$ cat config.mk
export PLATFORM = sky130hd
export DESIGN_NAME = instruction_loader
export DESIGN_NICKNAME = d
export VERILOG_FILES = /design/src/rtl/instruction_loader_pkg.sv /design/src/rtl/instruction_loader.sv
export SDC_FILE = /design/constraint.sdc
export NUM_CORES = 1
export LEC_CHECK = 0
export ABC_CLOCK_PERIOD_IN_PS = 2950
export BUFFER_PORTS_ARGS = -buffer_cell sky130_fd_sc_hd__buf_4
export CORE_MARGIN = 5
export CORE_UTILIZATION = 48
export DETAILED_ROUTE_END_ITERATION = 10
export PLACE_DENSITY = 0.73
export SLEW_MARGIN = 10
export SYNTH_ARGS = -nofsm -noshare
export SYNTH_HDL_FRONTEND = slang
export SYNTH_SLANG_ARGS = --single-unit
$ cat constraint.sdc
create_clock -name clk -period 2.95 [get_ports clk]
set_input_delay 0.59 -clock clk [delete_from_list [all_inputs] [get_ports clk]]
set_output_delay 0.59 -clock clk [all_outputs]
set_load 0.05 [all_outputs]
$ cat src/rtl/instruction_loader_pkg.sv
// Shared definitions for the instruction loader: FSM states, widths and byte order.
package instruction_loader_pkg;

    localparam int ADDR_W = 8;
    localparam int WORD_W = 16;
    localparam int BYTE_W = 8;
    localparam int CNT_W  = 8;

    // Big-endian image: the high byte of a word lands on the even address.
    localparam bit HI_FIRST = 1'b1;

    typedef enum logic [2:0] {
        ST_IDLE,
        ST_ACCEPT,
        ST_WR_HI,
        ST_WR_LO,
        ST_DONE
    } state_t;

    // Byte of a word destined for the even (odd_addr=0) or odd (odd_addr=1) address.
    function automatic logic [BYTE_W-1:0] word_byte(input logic [WORD_W-1:0] word,
                                                    input logic              odd_addr);
        if (odd_addr == HI_FIRST) begin
            return word[BYTE_W-1:0];
        end
        return word[WORD_W-1 -: BYTE_W];
    endfunction

endpackage

$ cat src/rtl/instruction_loader.sv
// Accepts 16-bit instruction words over a valid/ready handshake and writes each one
// into a byte-wide instruction memory as two consecutive byte writes.
module instruction_loader
    import instruction_loader_pkg::state_t,
           instruction_loader_pkg::ST_IDLE,
           instruction_loader_pkg::ST_ACCEPT,
           instruction_loader_pkg::ST_WR_HI,
           instruction_loader_pkg::ST_WR_LO,
           instruction_loader_pkg::ST_DONE,
           instruction_loader_pkg::BYTE_W,
           instruction_loader_pkg::CNT_W,
           instruction_loader_pkg::word_byte;
#(
    parameter int ADDR_W = instruction_loader_pkg::ADDR_W,
    parameter int WORD_W = instruction_loader_pkg::WORD_W
) (
    input  logic              clk,
    input  logic              reset,
    input  logic              start,
    input  logic [ADDR_W-1:0] base_addr,
    input  logic              in_valid,
    input  logic [WORD_W-1:0] in_data,
    input  logic              in_last,
    output logic              in_ready,
    output logic              mem_we,
    output logic [ADDR_W-1:0] mem_addr,
    output logic [BYTE_W-1:0] mem_wdata,
    output logic              busy,
    output logic              done,
    output logic              overflow,
    output logic [CNT_W-1:0]  word_count
);

    // Start address of the topmost byte pair; the pointer never moves past it.
    localparam logic [ADDR_W-1:0] LAST_PAIR = {{(ADDR_W-1){1'b1}}, 1'b0};

    state_t            r_state;
    state_t            w_state_next;
    logic [ADDR_W-1:0] r_ptr;
    logic [WORD_W-1:0] r_word;
    logic              r_last;
    logic              r_overflow;
    logic [CNT_W-1:0]  r_word_count;
    logic              r_mem_we;
    logic [ADDR_W-1:0] r_mem_addr;
    logic [BYTE_W-1:0] r_mem_wdata;
    logic              w_start_ok;
    logic              w_handshake;
    logic              w_at_end;

    assign w_at_end = (r_ptr == LAST_PAIR);

    always_comb begin
        // NOTE: every signal driven here gets a default first, so no path can infer a latch.
        w_state_next = r_state;
        w_start_ok   = 1'b0;
        w_handshake  = 1'b0;
        in_ready     = 1'b0;
        busy         = 1'b1;
        done         = 1'b0;
        case (r_state)
            ST_IDLE: begin
                busy = 1'b0;
                if (start) begin
                    w_start_ok   = 1'b1;
                    w_state_next = ST_ACCEPT;
                end
            end
            ST_ACCEPT: begin
                in_ready = 1'b1;
                if (in_valid) begin
                    w_handshake  = 1'b1;
                    w_state_next = ST_WR_HI;
                end
            end
            ST_WR_HI: w_state_next = ST_WR_LO;
            ST_WR_LO: w_state_next = (r_last || w_at_end) ? ST_DONE : ST_ACCEPT;
            ST_DONE: begin
                done         = 1'b1;
                w_state_next = ST_IDLE;
            end
            default: begin
                busy         = 1'b0;
                w_state_next = ST_IDLE;
            end
        endcase
    end

    // NOTE: sequential state uses non-blocking assignments so every register samples pre-edge values.
    always_ff @(posedge clk or negedge reset) begin
        if (!reset) begin
            r_state <= ST_IDLE;
        end else begin
            r_state <= w_state_next;
        end
    end

    // Write strobe/address/data are registered one state ahead so they line up with
    // WR_HI/WR_LO and simply hold between writes. The memory itself is external and
    // is deliberately left untouched by reset.
    always_ff @(posedge clk or negedge reset) begin
        if (!reset) begin
            r_ptr        <= '0;
            r_word       <= '0;
            r_last       <= 1'b0;
            r_overflow   <= 1'b0;
            r_word_count <= '0;
            r_mem_we     <= 1'b0;
            r_mem_addr   <= '0;
            r_mem_wdata  <= '0;
        end else begin
            r_mem_we <= 1'b0;
            if (w_start_ok) begin
                r_ptr        <= {base_addr[ADDR_W-1:1], 1'b0};
                r_word_count <= '0;
                r_overflow   <= 1'b0;
            end
            if (w_handshake) begin
                r_word      <= in_data;
                r_last      <= in_last;
                r_mem_we    <= 1'b1;
                r_mem_addr  <= r_ptr;
                r_mem_wdata <= word_byte(in_data, 1'b0);
            end
            if (r_state == ST_WR_HI) begin
                r_mem_we    <= 1'b1;
                r_mem_addr  <= {r_ptr[ADDR_W-1:1], 1'b1};
                r_mem_wdata <= word_byte(r_word, 1'b1);
            end
            if (r_state == ST_WR_LO) begin
                r_word_count <= r_word_count + CNT_W'(1);
                if (!w_at_end) begin
                    r_ptr <= r_ptr + ADDR_W'(2);
                end else if (!r_last) begin
                    r_overflow <= 1'b1;
                end
            end
        end
    end

    assign mem_we     = r_mem_we;
    assign mem_addr   = r_mem_addr;
    assign mem_wdata  = r_mem_wdata;
    assign overflow   = r_overflow;
    assign word_count = r_word_count;

endmodule

# Yosys cells after proc, flatten, opt, wreduce, memory -nomap -nowiden
# Index checks and enable logic that the tools add are counted.
# Widths: inputs -> output; s select.
[totals] elab_cells=52 regBits=54 out_inout_bits=29 in_bits=29
[op_classes] n_eq_ne=7 add_sub_neg=2 n_reduce_logical=6 muxes=28
[ops] cell="$mux 8" count=10
[ops] cell="$mux 1" count=14
[ops] cell="$pmux 3 s4" count=1
[ops] cell="$mux 3" count=3
[ops] cell="$add 8x1->8 const B" count=1
[ops] cell="$add 8x2->8 const B" count=1
[ops] cell="$eq 8x8->1 const B" count=1
[ops] cell="$eq 3x2->1 const B" count=2
[ops] cell="$ne 2x2->1 const B" count=2
[ops] cell="$reduce_bool 2->1" count=2
[ops] cell="$reduce_or 4->1" count=1
[ops] cell="$eq 3x1->1 const B" count=1
[ops] cell="$eq 3x3->1 const B" count=1
[ops] cell="$logic_not 3->1" count=1
[ops] cell="$reduce_and 2->1" count=1
[ops] cell="$logic_or 1x1->1" count=1

# Logic depth before layout (Yosys ltp)
# Gate-level depths: netlist (run 1).
[logic_depth] word_depth=6 depth_mapped=7 mapped_depth_nobuf=5

# Worst setup path after synthesis (run 1)
# OpenSTA, ideal clock, no wires.
[synth_timing] path_type="reg-to-output" from="reg r_state[0]" to="out busy" slack_ps=932 path_buffers=1 stages_incl_launch_ff=4 arrival_ps=1428 t_required_ps=2360 cell_sequence="dfrtp_1 buf_6 nor2_1 xnor2_1"
[synth_between] elab_chain_len=3 word_cells_on_any_way=6 classes_between="eq/ne: 4; mux: 1; reduce/logical: 1"
[synth_lines] item="start, declared" line="instruction_loader.sv:37" rtl="state_t r_state;"
[synth_lines] item="start signal, assigned" line="instruction_loader.sv:94" rtl="r_state <= w_state_next;"
[synth_lines] item="$eq 3x2->1, or another cell as far along" line="instruction_loader.sv:61" rtl="case (r_state)"
[synth_lines] item="$reduce_or 4->1 (no source line) (*)"
[synth_lines] item="$mux 1 (*)" line="instruction_loader.sv:61"
[synth_lines] item="end, declared" line="instruction_loader.sv:28" rtl="output logic busy,"
# Mark *: on every way between the ends. The rest lies on a longest branch, timed or not.

# Worst setup path after layout (run 1)
# Same ends and word-level chain as after synthesis.

==> qor.log, run 1 <==
INFO  run_status     outcome=completed
INFO  floorplanning  io-pin-count=58
INFO  final_layout   final_layout_size_suffix_gt1_share=38.27%
INFO  global_route   use_met3=3.670%
INFO  worst_setup_path worstPathRequired=2.36ns
INFO  worst_setup_path worstSetupEndpointType=output pin
INFO  yosys          number_of_distinct_library_cell_variants_in_the_gate_level_netlist_after_synthesis=43
INFO  yosys          synth-compound-area-share=11.46%
INFO  clock_network  clkSlewWorstSetupHoldPaths=0.08ns
INFO  power_and_ir_drop vdd_ir_drop_max=0.6343mV
INFO  timing         fin_worst_hold_slack=0.2864ns
INFO  route          route.vias.total=1562
INFO  place          detailed_place_hpwl=3065um
INFO  global_route   grt_use_met1=20.78%
INFO  clock_network  post_cts.repair.setup_buffers=0
INFO  final_layout   antenna-diode-count=0
INFO  worst_setup_path start_kind=register
INFO  place          buffer_ports.inserted=56
INFO  power_and_ir_drop leakage=0.001263uW
INFO  place          place_congestion=0.7260
INFO  power_and_ir_drop intPower=1924uW
INFO  yosys          post_synth_inst_count=189
INFO  yosys          synth_top_family_by_area=simple AND/OR/NAND/NOR gates
INFO  clock_network  tritoncts=yes
INFO  global_route   globalRoute.totalOverflow=0
INFO  yosys          mappedNetlistArea=2250um2
INFO  route          drt_first_pass_iters=4
INFO  global_route   largest_net_degree_at_the_start_of_global_routing=47
INFO  power_and_ir_drop power_density=1230nW/um2
INFO  yosys          synthMuxAreaShare=13.52%
INFO  floorplanning  fp.dieH=78.46um
INFO  yosys          synthesis.yosys.warnings=0
INFO  clock_network  post_cts_hold_buffer_count=0
INFO  route          remaining_drc_errors=0
INFO  timing         achievable-frequency=496.0MHz
INFO  timing         hold_violations=0
INFO  final_layout   finish.net_count=273
INFO  floorplanning  dieWidth=78.46um
INFO  power_and_ir_drop p_seq_share=33.9%
INFO  yosys          syn-mean-instance-area=11.90um2
INFO  clock_network  cts_made_buffers=5
INFO  global_route   grt_use_total=15.41%
INFO  route          drt-wirelength-per-cell=14.20um
INFO  timing         report.final.slew_viol_count=0
INFO  yosys          yosys.area_share.adder=1.112%
INFO  timing         slew_headroom=50.61%
INFO  floorplanning  core.rowCount=25
INFO  yosys          synth-async-reset-ratio=100.0%
INFO  power_and_ir_drop clock_power_share=16.6%
INFO  route          drt-initial-drc-count=53
INFO  timing         rsz0062_at_grt=false
INFO  yosys          synth_fp_nets=220
INFO  run            max-cap-violations=0
INFO  route          postRouteWirelength=4217um
INFO  route          avgViaCountPerCell=5.259
INFO  clock_network  clock_sinks=46
INFO  floorplanning  placeable_core_region=4629um2
INFO  power_and_ir_drop power.net_switching=1488uW
INFO  timing         final.period_utilization=68.35%
INFO  worst_hold_path hold_path.class=in -> async
INFO  global_route   grt_pass1_wl=7693um
INFO  timing         fin_setup_tns=0ns
INFO  final_layout   area_growth_syn_to_layout=23.30%
INFO  yosys          share_of_the_yosys_chip_area_belonging_to_registers=51.17%
INFO  worst_setup_path endpoint_arrival_time_on_the_critical_path=1.43ns
INFO  global_route   met2_track_demand_over_resource=24.66%
INFO  clock_network  number_of_gates_resized_after_cts=0
INFO  timing         worstMarginPinSlew=0.7377ns
INFO  global_route   grt_pass1_vias=1655
INFO  worst_setup_path path_max_fanout=12
INFO  floorplanning  floorplan.initialDensity=48.59%
INFO  yosys          synth-seq-cells=46
INFO  clock_network  clk_latency=0.29ns
INFO  power_and_ir_drop power_frac_comb=49.5%
INFO  yosys          post_synth_xor_area_fraction=2.336%
INFO  yosys          yosys_most_used_dff=dfrtp_1
INFO  yosys          synth-edff-count=0
INFO  worst_setup_path worst-setup-path-type=reg -> out
INFO  route          antenna_violating_nets_left=0
INFO  yosys          post_synth_and_or_nand_nor_area_fraction=15.68%
INFO  floorplanning  die-area=6156um2
INFO  clock_network  clk_root_buffer_cell=clkbuf_8
INFO  timing         finClkSkew=0.005749ns
INFO  global_route   grt_antenna_before_repair=0
INFO  clock_network  maximum_level_of_the_cts_h_tree=2
INFO  global_route   busiest_grt_layer=met2
INFO  clock_network  cts_max_path_buffers=2
INFO  timing         post-route-min-period=2.016ns
INFO  power_and_ir_drop netSwitchingFraction=43.62%
INFO  timing         final-setup-viol-count=0
==> through the flow <==
| step | power, uW | cell area [um2] | utilization, % | cells | setup WS, ns |
|---|---|---|---|---|---|
| 2_1_floorplan | 2515 | 2250 | - | 189 | 0.9321 |
| 3_3_place_gp | 2849 | 2631 | 56.84 | 289 | 1.092 |
| 3_5_place_dp | 2879 | 2631 | 56.84 | 289 | 1.111 |
| 4_1_cts | 3458 | 2774 | 59.92 | 297 | 0.9147 |
| 5_1_grt | 3640 | 2774 | 59.92 | 297 | 0.7959 |
| 6_report | 3412 | 2774 | 59.92 | 297 | 0.9337 |
==> power by group through the flow <==
| stage | Sequential, uW | Clock [uW] | Combinational [uW] |
|---|---|---|---|
| after floorplan | 1540 | 0 | 980 |
| final | 1160 | 567 | 1690 |
| after global routing | 1210 | 607 | 1830 |
| after detailed placement | 1170 | 0 | 1710 |
| after global placement | 1160 | 0 | 1690 |
| after CTS | 1160 | 584 | 1720 |
==> state kept, by name, indices dropped and copies added (netlist names) <==
register / cells
word_count: 8
overflow: 1
r_last: 1
r_state: 3
mem_we: 1
r_ptr: 8
r_word: 8
mem_addr: 8
mem_wdata: 8
==> synthesized netlist by cell type (all sizes together), types with 2 or more instances <==
library cell / instances / area [um2]
o22ai: 2 / 12.51
mux2i: 12 / 120.1
xnor2: 3 / 26.28
nand2: 19 / 71.32
ha: 2 / 25.02
and2: 2 / 12.51
mux2: 16 / 183.9
buf: 8 / 97.59
o21ai: 19 / 98.85
and3: 3 / 23.77
nand3b: 3 / 47.55
dfrtp: 46 / 1151
a21oi: 7 / 46.30
xor2: 3 / 26.28
nor2b: 4 / 25.02
and3b: 2 / 17.52
a31oi: 2 / 27.53
a211oi: 3 / 22.52
nand3: 5 / 25.02
nor2: 15 / 66.31
clkbuf: 2 / 8.750
nand4: 2 / 12.51
==> routing by layer <==
layer  vias up  share of wire (%)
met5         -                  0
met4         0                1.6
met3         7                3.5
met2        30                 49
met1       746                 46
li1        779                  -
==> placed cells by master (no fill, tap or decap), types with 3 or more instances in the layout <==
cell type | netlist | routed
mux2i_1 | 12 | 12
nor2_1 | 11 | 11
o21ai_1 | 8 | 8
a211oi_1 | 3 | 3
nor2_2 | 4 | 4
nor2b_1 | 4 | 4
clkbuf_8 | 0 | 6
o21ai_0 | 10 | 10
nand3_1 | 5 | 5
dfrtp_1 | 46 | 46
a21oi_1 | 6 | 6
xnor2_1 | 3 | 3
buf_4 | 1 | 56
xor2_1 | 3 | 3
nand2_1 | 19 | 19
mux2_2 | 15 | 15
==> kinds of logic (layout without fill, tap and decap cells) <==
logic type | Yosys count | in the layout
flip-flops | 46 | 46
multiplexers | 28 | 28
adder cells (fa/ha/maj) | 2 | 2
XOR/XNOR | 6 | 6
buffers and inverters | 10 | 64
AND/OR/NAND/NOR | 59 | 59
AO/OA/AOI/OAI | 38 | 38
==> cell type report <==
type / instances / area (um2)
clock inverter: 2 / 60.06
tap: 54 / 67.56
multi-input combinational: 133 / 992.2
clock buffer: 6 / 82.58
timing repair buffer: 56 / 420.4
sequential: 46 / 1151
fill: 418 / 1856
==> final timing paths <==
kind,startpoint,slack [ns],cells past startpoint,endpoint
max,r_state[0],0.93,3,busy
min,reset,0.29,1,mem_addr[1]
max reg2reg,r_state[2],1.11,4,r_ptr[5]
min reg2reg,r_word[2],0.49,2,mem_wdata[2]
max in group asynchronous,reset,2.26,1,mem_wdata[0]
min in group clk,r_word[2],0.49,2,mem_wdata[2]
==> worst max-delay path, stage by stage, from the launching register on <==
cell and delay, ns:
dfrtp_1 0.65, nor2_1 0.12, xnor2_1 0.15, buf_4 0.22
No activity file was read; power rests on OpenSTA's default activity.
==> inputs of run 2 (changes only) <==
--- a/config.mk
+++ b/config.mk
@@ -5,7 +5,7 @@
 export SDC_FILE = /design/constraint.sdc
 export NUM_CORES = 1
 export LEC_CHECK = 0
-export ABC_CLOCK_PERIOD_IN_PS = 2950
+export ABC_CLOCK_PERIOD_IN_PS = 2100
 export BUFFER_PORTS_ARGS = -buffer_cell sky130_fd_sc_hd__buf_4
 export CORE_MARGIN = 5
 export CORE_UTILIZATION = 48
==> constraint.sdc (replaced) <==
create_clock -name clk -period 2.1 [get_ports clk]
set_input_delay 0.42 -clock clk [delete_from_list [all_inputs] [get_ports clk]]
set_output_delay 0.42 -clock clk [all_outputs]
set_load 0.05 [all_outputs]
==> qor.log, run 2 (synthesis gave the netlist of run 1 again) <==
INFO  run_status     outcome=completed
INFO  floorplanning  placeable_core_region=4629um2 [unchanged]
INFO  place          buffer_ports.inserted=56 [unchanged]
INFO  worst_setup_path rr_worst_depth=3 [-1]
INFO  global_route   grt_use_total=16.54% [+1.1 points]
INFO  timing         layout_setup_ws=0.2492ns [-0.6845 ns]
INFO  place          detailed_place_hpwl=3189um [+4.0%]
INFO  route          drt_first_pass_iters=4 [unchanged]
INFO  final_layout   layout.cells.most_common=buf_4
INFO  floorplanning  die-area=6156um2 [unchanged]
INFO  timing         finClkSkew=0.006585ns [+0.0008359 ns]
INFO  clock_network  tritoncts=yes
INFO  place          placement.cell_area=2646um2 [+0.57%]
INFO  route          antenna_violating_nets_left=0 [unchanged]
INFO  worst_hold_path hold_path.class=in -> async
INFO  final_layout   fillers=395 [-5.5%]
INFO  final_layout   antenna-diode-count=0 [unchanged]
INFO  clock_network  clk_latency=0.30ns [about the same]
INFO  worst_setup_path start_kind=register
INFO  clock_network  post_cts_hold_buffer_count=0 [unchanged]
INFO  timing         slew_headroom=61.45% [+11 points]
INFO  floorplanning  io-pin-count=58 [unchanged]
INFO  timing         achievable-frequency=540.3MHz
INFO  clock_network  clock_sinks=46 [unchanged]
INFO  place          place_congestion=0.7416 [+2.1%]
INFO  clock_network  clk_root_buffer_cell=clkbuf_8
INFO  worst_setup_path worstPathRequired=1.68ns [-0.68 ns]
INFO  global_route   grt_antenna_before_repair=0 [unchanged]
INFO  timing         hold_violations=0 [unchanged]
INFO  worst_setup_path path_max_fanout=12 [unchanged]
INFO  place          preCtsSetupSlack=0.4397ns [-0.6713 ns]
INFO  timing         final.period_utilization=88.13%
INFO  global_route   grt_pass1_wl=7962um [+3.5%]
INFO  worst_setup_path worst-setup-path-type=reg -> out
INFO  timing         fin_setup_tns=0ns [unchanged]
INFO  run            max-cap-violations=0 [unchanged]
INFO  power_and_ir_drop leakage=0.001255uW [-0.66%]
INFO  worst_setup_path endpoint_arrival_time_on_the_critical_path=1.43ns [about the same]
INFO  final_layout   layout.cell_area.non_filler=2753um2 [-0.77%]
INFO  final_layout   final_layout_size_suffix_gt1_share=37.96% [-0.31 points]
INFO  timing         worstMarginPinSlew=0.5783ns [-0.1595 ns]
INFO  worst_setup_path worstSetupEndpointType=output pin
INFO  route          avgViaCountPerCell=5.351 [+1.7%]
INFO  final_layout   layout_common_cells=58 x buf_4, 46 x dfrtp_1, 19 x nand2_1
INFO  worst_setup_path crit_path_start=r_state[0]
INFO  power_and_ir_drop power_density=1701nW/um2 [+38%]
INFO  clock_network  number_of_gates_resized_after_cts=0 [unchanged]
INFO  clock_network  post_cts.repair.setup_buffers=0 [unchanged]
INFO  timing         final-setup-viol-count=0 [unchanged]
INFO  clock_network  cts_max_path_buffers=2 [unchanged]
INFO  global_route   globalRoute.totalOverflow=0 [unchanged]
INFO  clock_network  clkSlewWorstSetupHoldPaths=0.08ns [about the same]
INFO  clock_network  cts_made_buffers=5 [unchanged]
INFO  timing         post-route-min-period=1.851ns
INFO  final_layout   area_growth_syn_to_layout=22.36%
INFO  timing         rsz0062_at_grt=false
INFO  timing         report.final.slew_viol_count=0 [unchanged]
INFO  route          route.vias.total=1600 [+2.4%]
INFO  clock_network  maximum_level_of_the_cts_h_tree=2 [unchanged]
INFO  route          drt-initial-drc-count=115 [+120%]
INFO  floorplanning  core.rowCount=25 [unchanged]
INFO  floorplanning  dieWidth=78.46um [unchanged]
INFO  floorplanning  floorplan.initialDensity=48.59% [unchanged]
INFO  worst_setup_path r2r-start=r_state[2]
INFO  route          drt-wirelength-per-cell=15.05um [+6.0%]
INFO  route          postRouteWirelength=4499um [+6.7%]
INFO  route          remaining_drc_errors=0 [unchanged]
INFO  global_route   grt_pass1_vias=1628 [-1.6%]
INFO  power_and_ir_drop vdd_ir_drop_max=0.8311mV [+31%]
INFO  final_layout   finish.net_count=275 [+0.73%]
INFO  floorplanning  fp.dieH=78.46um [unchanged]
INFO  global_route   largest_net_degree_at_the_start_of_global_routing=47 [unchanged]
## run 2: worst paths after layout
path / to / slack (ns)
worst max-delay path: busy / 0.25
min in group clk: r_last / 0.35
worst min register to register: mem_wdata[6] / 0.48
max in group asynchronous: r_ptr[2] / 1.60
worst min-delay path: mem_addr[2] / 0.11
worst max register to register: r_word[2] / 0.43
## run 2: per-layer routing
metal  global-route usage, %  share of wire (%)  vias up
met4                   6.294                2.4        0
met2                   26.54                 50       36
met1                   21.29                 43      775
met3                   4.587                4.6       11
li1                        -                  -      778
met5                       0                  0        -
## run 2: worst max-delay path: stages (launching register included)
cell	delay, ns
dfrtp_1	0.64
nor2_1	0.12
xnor2_1	0.15
buf_4	0.22
## run 2: layout make-up
cell class              count  area (um2)  area share (%)
clock buffers               7       76.32           2.773
clock inverters             1       30.03           1.091
multi-input cells         133       992.2           36.05
flip-flops and latches     46        1151           41.82
well taps                  54       67.56           2.455
repair buffers             58       435.4           15.82
## run 2: report_power, final
group	internal (uW)	switching (uW)	total, uW	leakage [uW]
combinational	945	1460	2410	0.000636
sequential	1270	362	1630	0.000567
clock	356	291	647	0.0000524
## run 2: through the flow
| stage | hold WS [ns] | utilization, % | cells | total power (uW) |
|---|---|---|---|---|
| final | 0.1112 | 59.46 | 299 | 4684 |
| after global routing | 0.1629 | 59.46 | 299 | 4998 |
| after CTS | 0.1303 | 59.46 | 299 | 4732 |
| after detailed placement | 0.4604 | 57.16 | 291 | 4073 |
| after global placement | 0.4582 | 57.16 | 291 | 4016 |
| after floorplan | 0.1244 | - | 189 | 3533 |
==> inputs of run 3 (changes only) <==
--- a/config.mk
+++ b/config.mk
@@ -6,7 +6,7 @@
 export NUM_CORES = 1
 export LEC_CHECK = 0
 export ABC_CLOCK_PERIOD_IN_PS = 2100
-export BUFFER_PORTS_ARGS = -buffer_cell sky130_fd_sc_hd__buf_4
+export BUFFER_PORTS_ARGS = -buffer_cell sky130_fd_sc_hd__buf_2
 export CORE_MARGIN = 5
 export CORE_UTILIZATION = 48
 export DETAILED_ROUTE_END_ITERATION = 10
==> qor.log, run 3 (synthesis gave the netlist of run 1 again) <==
INFO  route          drt-initial-drc-count=83 [-28%]
INFO  final_layout   layout.cell_area.non_filler=2620um2 [-4.8%]
INFO  timing         layout_setup_ws=0.1839ns [-0.06527 ns]
INFO  worst_setup_path r2r-start=r_state[2]
INFO  worst_setup_path setup.reg_to_reg.worst_slack=0.44ns [about the same]
INFO  worst_hold_path hold_path.class=in -> async
INFO  timing         slew_headroom=60.76% [-0.69 points]
INFO  clock_network  clk_root_buffer_cell=clkbuf_8
INFO  global_route   grt_pass1_wl=7348um [-7.7%]
INFO  place          detailed_place_hpwl=3045um [-4.5%]
INFO  route          postRouteWirelength=4382um [-2.6%]
INFO  clock_network  cts_made_buffers=5 [unchanged]
INFO  power_and_ir_drop vdd_ir_drop_max=0.9268mV [+12%]
INFO  final_layout   layout.cells.most_common=buf_2
INFO  clock_network  clock_sinks=46 [unchanged]
INFO  global_route   busiest_grt_layer=met2
INFO  power_and_ir_drop leakage=0.001222uW [-2.6%]
INFO  worst_setup_path rr_worst_depth=3 [unchanged]
INFO  final_layout   area_growth_syn_to_layout=16.46%
INFO  route          remaining_drc_errors=0 [unchanged]
INFO  floorplanning  dieWidth=78.46um [unchanged]
INFO  worst_setup_path critical_path.cell_chain=nor2_1 -> xnor2_1 -> buf_2
INFO  floorplanning  fp.dieH=78.46um [unchanged]
INFO  worst_setup_path setup.worst_path.end=busy
INFO  clock_network  clkSlewWorstSetupHoldPaths=0.09ns [about the same]
INFO  place          place_congestion=0.7350 [-0.89%]
INFO  clock_network  clk_latency=0.30ns [about the same]
INFO  clock_network  maximum_level_of_the_cts_h_tree=2 [unchanged]
INFO  place          preCtsSetupSlack=0.4459ns [+0.006200 ns]
INFO  final_layout   finish.net_count=276 [+0.36%]
INFO  timing         worstMarginPinSlew=0.5887ns [+0.01041 ns]
INFO  global_route   globalRoute.totalOverflow=0 [unchanged]
INFO  clock_network  tritoncts=yes
INFO  final_layout   final_layout_size_suffix_gt1_share=38.21% [+0.25 points]
INFO  worst_setup_path worst-setup-path-type=reg -> out
INFO  global_route   grt_antenna_before_repair=0 [unchanged]
INFO  clock_network  number_of_gates_resized_after_cts=0 [unchanged]
INFO  route          antenna_violating_nets_left=0 [unchanged]
INFO  run            max-cap-violations=0 [unchanged]
INFO  floorplanning  die-area=6156um2 [unchanged]
INFO  floorplanning  floorplan.initialDensity=48.59% [unchanged]
INFO  final_layout   final_core_utilization=56.59% [-2.9 points]
INFO  worst_setup_path slowest_delay=0.66ns [+0.02 ns]
INFO  final_layout   antenna-diode-count=0 [unchanged]
INFO  clock_network  cts_max_path_buffers=2 [unchanged]
INFO  worst_setup_path worstSetupEndpointType=output pin
INFO  timing         post-route-min-period=1.916ns [+0.06527 ns]
INFO  run_status     outcome=completed
INFO  place          placement.cell_area=2514um2 [-5.0%]
INFO  place          buffer_ports.inserted=56 [unchanged]
INFO  timing         fin_setup_tns=0ns [unchanged]
INFO  floorplanning  core.rowCount=25 [unchanged]
INFO  worst_setup_path path_max_fanout=12 [unchanged]
INFO  global_route   met2_track_demand_over_resource=24.14% [-2.4 points]
INFO  global_route   grt_use_met1=20.40% [-0.89 points]
INFO  timing         final.period_utilization=91.24% [+3.1 points]
INFO  floorplanning  io-pin-count=58 [unchanged]
INFO  worst_setup_path crit_path_start=r_state[0]
INFO  clock_network  post_cts.repair.setup_buffers=0 [unchanged]
INFO  global_route   largest_net_degree_at_the_start_of_global_routing=47 [unchanged]
INFO  clock_network  post_cts_hold_buffer_count=0 [unchanged]
INFO  global_route   grt_use_total=15.11% [-1.4 points]
INFO  timing         finClkSkew=0.008739ns [+0.002154 ns]
INFO  route          drt-wirelength-per-cell=14.61um [-2.9%]
INFO  timing         report.final.slew_viol_count=0 [unchanged]
INFO  worst_setup_path worstReg2RegEnd=r_word[2]
INFO  worst_setup_path worstPathRequired=1.68ns [about the same]
INFO  global_route   grt_pass1_vias=1539 [-5.5%]
INFO  final_layout   layout_common_cells=56 x buf_2, 46 x dfrtp_1, 19 x nand2_1
INFO  timing         final-setup-viol-count=0 [unchanged]
INFO  worst_setup_path endpoint_arrival_time_on_the_critical_path=1.50ns [+0.07 ns]
INFO  power_and_ir_drop power_density=1728nW/um2 [+1.5%]
INFO  route          route.vias.total=1560 [-2.5%]
INFO  route          drt_first_pass_iters=4 [unchanged]
INFO  power_and_ir_drop fin_total_pwr=4527uW [-3.4%]
INFO  worst_setup_path start_kind=register
INFO  timing         hold_violations=0 [unchanged]
INFO  global_route   use_met3=3.211% [-1.4 points]
INFO  worst_setup_path critical_path.slowest_cell=dfrtp_1
INFO  route          avgViaCountPerCell=5.200 [-2.8%]
INFO  timing         achievable-frequency=521.9MHz [-3.4%]
INFO  floorplanning  placeable_core_region=4629um2 [unchanged]
INFO  timing         rsz0062_at_grt=false
[run 3: power breakdown]
| part | switching, uW | total (uW) | leakage (uW) | internal (uW) |
|---|---|---|---|---|
| logic | 1450 | 2250 | 0.000603 | 803 |
| registers | 359 | 1620 | 0.000567 | 1270 |
| clock network | 291 | 647 | 0.0000524 | 356 |
[run 3: area by class of cell]
class / count / area [um2]
Timing Repair Buffer: 59 / 302.8
Clock buffer: 7 / 76.32
Tap cell: 54 / 67.56
Sequential cell: 46 / 1151
Fill cell: 427 / 2009
Multi-Input combinational cell: 133 / 992.2
Clock inverter: 1 / 30.03
[run 3: critical path, delay by kind of cell, from the launching register on]
| kind | cells | cell delay [ns] |
|---|---|---|
| simple gates | 1 | 0.12 |
| xor+xnor | 1 | 0.14 |
| flops | 1 | 0.66 |
| buf+inv | 1 | 0.28 |
[run 3: worst min path at each step]
stage               endpoint       from  slack (ns)
6_report       word_count[0]      reset        0.21
2_1_floorplan    mem_addr[0]      reset        0.12
3_5_place_dp    mem_wdata[6]  r_word[6]        0.47
3_3_place_gp    mem_wdata[6]  r_word[6]        0.46
5_1_grt        word_count[0]      reset        0.26
4_1_cts             r_ptr[6]      reset        0.23
[run 3: routing by layer]
layer	up-vias	routed length, um
li1	784	-
met1	736	1993
met2	35	2145
met3	5	192
met4	0	50
met5	-	0
[run 3: metrics by stage]
stage / hold WS [ns] / instances
2_1_floorplan: 0.1244 / 189
3_3_place_gp: 0.4569 / 292
3_5_place_dp: 0.4657 / 292
4_1_cts: 0.2251 / 300
5_1_grt: 0.2639 / 300
6_report: 0.2068 / 300
